$ cat src/rtl/offnariscv_pkg.sv
// Shared types and constants for the ACE read-path arbiter.
package offnariscv_pkg;

    localparam int ACE_AR_ADDR_WIDTH  = 32;
    localparam int ACE_XID_WIDTH      = 4;
    localparam int ACE_RRESP_WIDTH    = 4;

    localparam int ACE_RD_ARB_NUM_REQ = 2;
    localparam int ACE_RD_ARB_IFU     = 0;
    localparam int ACE_RD_ARB_LSU     = 1;

    typedef struct packed {
        logic [ACE_AR_ADDR_WIDTH-1:0] addr;
        logic [7:0]                   len;
        logic [2:0]                   size;
        logic [1:0]                   burst;
        logic [3:0]                   snoop;
        logic [1:0]                   domain;
    } ace_ar_req_t;

endpackage

$ cat src/rtl/rr_arbiter.sv
// Two-input round-robin grant. The pointer names the requester that has
// priority; it moves to the non-winner whenever a grant is accepted.
module rr_arbiter (
    input  logic       clk,
    input  logic       rst,
    input  logic [1:0] req,
    input  logic       accept,
    output logic [1:0] grant
);

    logic prio;

    // Grant the pointed-to requester, otherwise fall back to the other one
    always_comb begin
        grant = '0;
        if (req[prio]) begin
            grant[prio] = 1'b1;
        end else if (req[~prio]) begin
            grant[~prio] = 1'b1;
        end
    end

    // Hand priority to the requester that lost on every accepted grant
    always_ff @(posedge clk) begin
        if (rst) begin
            prio <= 1'b0;
        end else if (accept) begin
            prio <= ~grant[1];
        end
    end

endmodule

$ cat src/rtl/ace_rd_arbiter.sv
// Shares one ACE read manager port between the L1I fill path (requester 0)
// and the L1D/LSU fill path (requester 1). AR requests are arbitrated into a
// one-entry output register and tagged with the requester index in ARID;
// R beats are steered back by RID[0]; RACK is generated locally.
// Build option: define ACE_RD_ARB_FIXED_PRIO_EN for fixed priority
// (requester 0 always wins when eligible); otherwise round-robin.
module ace_rd_arbiter
    import offnariscv_pkg::*;
#(
    parameter int ACE_XDATA_WIDTH  = 256,
    parameter int ACE_AXADDR_WIDTH = 32,
    parameter int MAX_OUTSTANDING  = 2
) (
    input  logic                                       clk,
    input  logic                                       rst,

    input  ace_ar_req_t [ACE_RD_ARB_NUM_REQ-1:0]       s_ar_req,
    input  logic        [ACE_RD_ARB_NUM_REQ-1:0]       s_arvalid,
    output logic        [ACE_RD_ARB_NUM_REQ-1:0]       s_arready,
    output logic        [ACE_XDATA_WIDTH-1:0]          s_rdata,
    output logic        [ACE_RRESP_WIDTH-1:0]          s_rresp,
    output logic                                       s_rlast,
    output logic        [ACE_RD_ARB_NUM_REQ-1:0]       s_rvalid,
    input  logic        [ACE_RD_ARB_NUM_REQ-1:0]       s_rready,

    output logic        [ACE_XID_WIDTH-1:0]            m_arid,
    output ace_ar_req_t                                m_ar_req,
    output logic                                       m_arvalid,
    input  logic                                       m_arready,
    input  logic        [ACE_XID_WIDTH-1:0]            m_rid,
    input  logic        [ACE_XDATA_WIDTH-1:0]          m_rdata,
    input  logic        [ACE_RRESP_WIDTH-1:0]          m_rresp,
    input  logic                                       m_rlast,
    input  logic                                       m_rvalid,
    output logic                                       m_rready,
    output logic                                       m_rack
);

    localparam int CNT_W = $clog2(MAX_OUTSTANDING + 1);

    // The AR payload layout is fixed by the package struct
    if (ACE_AXADDR_WIDTH != ACE_AR_ADDR_WIDTH) begin : g_addr_width_check
        $error("ACE_AXADDR_WIDTH must match offnariscv_pkg::ACE_AR_ADDR_WIDTH");
    end

    logic [CNT_W-1:0] cnt [ACE_RD_ARB_NUM_REQ];
    logic [1:0]       eligible;
    logic [1:0]       grant;
    logic             load_ok;
    logic             ar_hs;
    logic             winner;
    logic             r_sel;
    logic             r_hs;
    logic             rlast_hs;
    logic [1:0]       r_dec;
    logic             unused_rid_hi;

    assign r_sel         = m_rid[0];
    assign unused_rid_hi = ^m_rid[ACE_XID_WIDTH-1:1];

    // A requester may compete only while it has a free credit
    always_comb begin
        for (int unsigned i = 0; i < ACE_RD_ARB_NUM_REQ; i++) begin
            eligible[i] = s_arvalid[i] && (cnt[i] < CNT_W'(MAX_OUTSTANDING));
        end
    end

`ifdef ACE_RD_ARB_FIXED_PRIO_EN
    // Instruction fetch always wins when it is eligible
    always_comb begin
        grant = '0;
        if (eligible[ACE_RD_ARB_IFU]) begin
            grant[ACE_RD_ARB_IFU] = 1'b1;
        end else if (eligible[ACE_RD_ARB_LSU]) begin
            grant[ACE_RD_ARB_LSU] = 1'b1;
        end
    end
`else
    rr_arbiter u_rr_arbiter (
        .clk    (clk),
        .rst    (rst),
        .req    (eligible),
        .accept (ar_hs),
        .grant  (grant)
    );
`endif

    // The output register can take a new request when empty or draining
    assign load_ok   = !m_arvalid || m_arready;
    assign s_arready = load_ok ? grant : '0;
    assign ar_hs     = |s_arready;
    assign winner    = s_arready[1];

    // R path: zero-latency steering by RID[0], payload broadcast
    assign s_rvalid[0] = m_rvalid && !r_sel;
    assign s_rvalid[1] = m_rvalid &&  r_sel;
    assign m_rready    = s_rready[r_sel];
    assign s_rdata     = m_rdata;
    assign s_rresp     = m_rresp;
    assign s_rlast     = m_rlast;

    assign r_hs     = m_rvalid && m_rready;
    assign rlast_hs = r_hs && m_rlast;
    assign r_dec    = rlast_hs ? (r_sel ? 2'b10 : 2'b01) : 2'b00;

    // AR output register: loads the winner, holds while stalled
    always_ff @(posedge clk) begin
        if (rst) begin
            m_arvalid <= 1'b0;
            m_arid    <= '0;
            m_ar_req  <= '0;
        end else if (load_ok) begin
            m_arvalid <= ar_hs;
            if (ar_hs) begin
                m_arid   <= ACE_XID_WIDTH'(winner);
                m_ar_req <= s_ar_req[winner];
            end
        end
    end

    // Per-requester outstanding counters; simultaneous inc and dec cancel
    always_ff @(posedge clk) begin
        if (rst) begin
            for (int unsigned i = 0; i < ACE_RD_ARB_NUM_REQ; i++) begin
                cnt[i] <= '0;
            end
        end else begin
            for (int unsigned i = 0; i < ACE_RD_ARB_NUM_REQ; i++) begin
                if (s_arready[i] && !r_dec[i]) begin
                    cnt[i] <= cnt[i] + CNT_W'(1);
                end else if (!s_arready[i] && r_dec[i]) begin
                    cnt[i] <= cnt[i] - CNT_W'(1);
                end
            end
        end
    end

    // One RACK pulse for each last beat accepted in the previous cycle
    always_ff @(posedge clk) begin
        if (rst) begin
            m_rack <= 1'b0;
        end else begin
            m_rack <= rlast_hs;
        end
    end

endmodule

$ cat config.mk
export PLATFORM = sky130hd
export DESIGN_NAME = ace_rd_arbiter
export DESIGN_NICKNAME = d
export VERILOG_FILES = /design/src/rtl/offnariscv_pkg.sv /design/src/rtl/rr_arbiter.sv /design/src/rtl/ace_rd_arbiter.sv
export SDC_FILE = /design/constraint.sdc
export NUM_CORES = 1
export LEC_CHECK = 0
export CAP_MARGIN = 30
export CORE_AREA = 3 3 272 274
export CTS_CLUSTER_DIAMETER = 60
export DETAILED_ROUTE_END_ITERATION = 16
export DIE_AREA = 0 0 275 277
export GPL_TIMING_DRIVEN = 0
export SLEW_MARGIN = 5
export SYNTH_ARGS = -nofsm -noshare
export SYNTH_HDL_FRONTEND = slang
export SYNTH_HIERARCHICAL = 1
export SYNTH_SLANG_ARGS = --single-unit
$ cat constraint.sdc
create_clock -name clk -period 2.8 [get_ports clk]
set_input_delay 0.56 -clock clk [delete_from_list [all_inputs] [get_ports clk]]
set_output_delay 0.56 -clock clk [all_outputs]
set_load 0.02 [all_outputs]
==> run_results.csv <==
group,metric,value,unit
placement,dpl.hpwl,27.8,mm
global_route,grt_usage,8.28,%
setup_path,path_max_fanout,17,
floorplan,ios,698,
layout,multi_input_area,1430,um^2
global_route,antenna_found_initial,3,
detailed_routing,wl_per_cell,16.6,um
run_status,status,"complete, no violations",
clock_tree,insertion_delay,0.38,ns
floorplan,dieArea,76200,um^2
clock_tree,h-tree-depth,3,
timing,setup_violations,0,
floorplan,rows,98,
detailed_routing,wl,33.3,mm
detailed_routing,drt_iter0_drc,144,
layout,nNetsFinal,1430,
setup_path,worstSetupEndpointType,"output port",
global_route,grt.overflow.total,0,
detailed_routing,vias_per_cell,2.85,
timing,min_period,2.66,ns
timing,maxSlewViolCount,0,
setup_path,critPathArrivalTime,2.10,ns
global_route,grt_max_degree,18,
timing,slew_headroom,38.2,%
setup_path,critPathKind,"in -> out",
timing,rsz0062_at_grt,"false",
global_route,grt_pass1_wl,43.2,mm
layout,final_cells,2011,
timing,hold_violations,0,
detailed_routing,drt_pass1_iterations,5,
clock_tree,numCtsBuffers,9,
hold_path,hp-class,"reg -> reg",
floorplan,fp.coreArea,71600,um^2
global_route,first_global_vias,6002,
clock_tree,clock-sinks,59,
setup_path,worst_ep_required_time,2.24,ns
timing,worst_pin_slew,0.927,ns
layout,fin_util,14.9,%
synthesis,synth.distinct_cells,31,
synthesis,synth.area.top_cells,"buf_4, dfxtp_1, a311oi_1, nand3_1, nor2_1",
synthesis,syn-instance-count,611,
synthesis,synth-seq-cells,59,
clock_tree,root_buffer,"clkbuf_16",
floorplan,die_w,275,um
floorplan,dieHeight,277,um
synthesis,synth.cell_area,4790,um^2
layout,area_growth,123,%
setup_path,cp-start-kind,"input port",
pwr,power_leakage,4.18,nW
placement,io_buffers,431,
pwr,vdd_ir_drop_max,280,uV
placement,dp.cells,1995,
layout,fillerInstances,8166,
synthesis,syn_avg_cell_area,7.83,um^2
layout,regArea,1220,um^2
hold_path,hold_depth,2,
clock_tree,cts_tree,"yes",
timing,finalClockSkew,0.0186,ns
layout,drive_above_1_share,29.9,%
synthesis,synth_area_leader_cell,"buf_4",
floorplan,start_util,6.69,%
synthesis,netlist.area_leader.share,42.7,%
pwr,powerDensity,454,nW/um^2
clock_tree,clk_path_buf_depth,2,
synthesis,yosysWarnings,6,
detailed_routing,drc_errors,0,
timing,tns,0,ns
clock_tree,clkSlewWorstSetupHoldPaths,0.06,ns
placement,gp_routability_congestion,0.839,
synthesis,synth-seq-area-share,25.5,%
timing,fmax,376,MHz
timing,timing.final.crit_share,95.1,%
timing,timing.hold.ws,0.483,ns
detailed_routing,detail-route-antenna-nets,0,
setup_path,ff2ff_setup_slack,0.53,ns
flow_run,maxCapViolations,0,
detailed_routing,vias,5729,
setup_path,reg2regPathDepth,6,
## state kept, by name (all words and copies together) (netlist names)
register and flops:
m_rack 1, u_rr_arbiter/prio 1, m_ar_req 51, m_arid 1, cnt 4, m_arvalid 1
## cell type report
type	instances	area share (%)
multi-input combinational	253	13.4
antenna	1	0.0234
buffer	297	20.3
clock inverter	5	0.749
tap	950	11.1
clock buffer	11	2.47
sequential	59	11.4
timing repair buffer	433	40.5
inverter	2	0.0702
## logic make-up after synthesis
| family | after synthesis | share of synthesized area [%] |
|---|---|---|
| buf+inv | 301 | 45.6 |
| simple gates | 183 | 16.9 |
| compound gates | 63 | 11.2 |
| flops | 59 | 25.5 |
| xor+xnor | 4 | 0.732 |
| other cells | 1 | 0.0783 |
## layer usage
| layer | routed length (um) | vias to the layer above | share of wire (%) | global-route usage, % |
|---|---|---|---|---|
| li1 | - | 2678 | - | - |
| met1 | 12100 | 2575 | 36 | 8.86 |
| met2 | 17000 | 452 | 51 | 15.1 |
| met3 | 3730 | 24 | 11 | 3.09 |
| met4 | 542 | 0 | 1.6 | 2.27 |
| met5 | 0 | - | 0 | 0 |
## critical path: stages
cell             delay (ns)
clkdlybuf4s50_1        0.45
nor2b_2                0.17
a21boi_4               0.29
nand2_8                0.18
inv_1                  0.09
dlygate4sd2_1          0.33
## power breakdown
group / total [W] / switching (W) / internal, W
sequential: 0.00109 / 0.0000886 / 0.00100
combinational: 0.00234 / 0.00122 / 0.00113
clock: 0.00142 / 0.000560 / 0.000862
## layout by cell type, fill, tap and decap left out, drive strengths merged, types with 18 or more instances in the layout
master         synthesis  layout
nand3                 54      54
nor2                  58      58
buf                  293     293
clkdlybuf4s50          0     429
dfxtp                 55      55
nand2                 56      56
a311oi                52      52
clkbuf                 6      18
## timing repair
item | CTS | global route
setup buffers | 1 | 0
hold buffers | 0 | 0
pin swaps | 2 | 0
endpoints found under the setup margin | 39 | 2
gates resized for setup | 12 | 2
## synth_stat cells
cell type / number
a211o_1: 1
a211oi_2: 1
a21boi_0: 1
a21o_1: 1
a21oi_1: 4
a311oi_1: 52
a41o_1: 1
and2_1: 1
and2_2: 1
buf_2: 20
buf_4: 272
buf_6: 1
clkbuf_1: 6
conb_1: 1
dfxtp_1: 55
edfxtp_1: 4
inv_1: 2
nand2_1: 54
nand2_2: 1
nand2_4: 1
nand2b_1: 4
nand3_1: 54
nand3b_1: 3
nand4_1: 1
nand4b_1: 1
nor2_1: 58
nor2b_1: 4
o21ai_1: 1
o31ai_1: 1
xnor2_1: 2
xor2_1: 2
## metrics by stage
| stage | instance area [um^2] | setup WS, ns | total power, W |
|---|---|---|---|
| 2_1_floorplan | 4790 | 0.711 | 0.00226 |
| 5_1_grt | 10700 | 0.0361 | 0.00516 |
| 3_5_place_dp | 10300 | -0.834 | 0.00350 |
| 6_report | 10700 | 0.138 | 0.00486 |
| 3_3_place_gp | 10300 | -0.819 | 0.00348 |
| 4_1_cts | 10700 | 0.0176 | 0.00501 |
## worst paths after layout
check | end | from
setup / recovery | s_arready[0] | s_arvalid[0]
hold / removal | m_ar_req[20] | m_ar_req[20]
setup reg to reg | m_ar_req[49] | cnt[0][1]
hold reg to reg | m_ar_req[20] | m_ar_req[20]
Note: power is estimated with default switching activity, not from simulation.
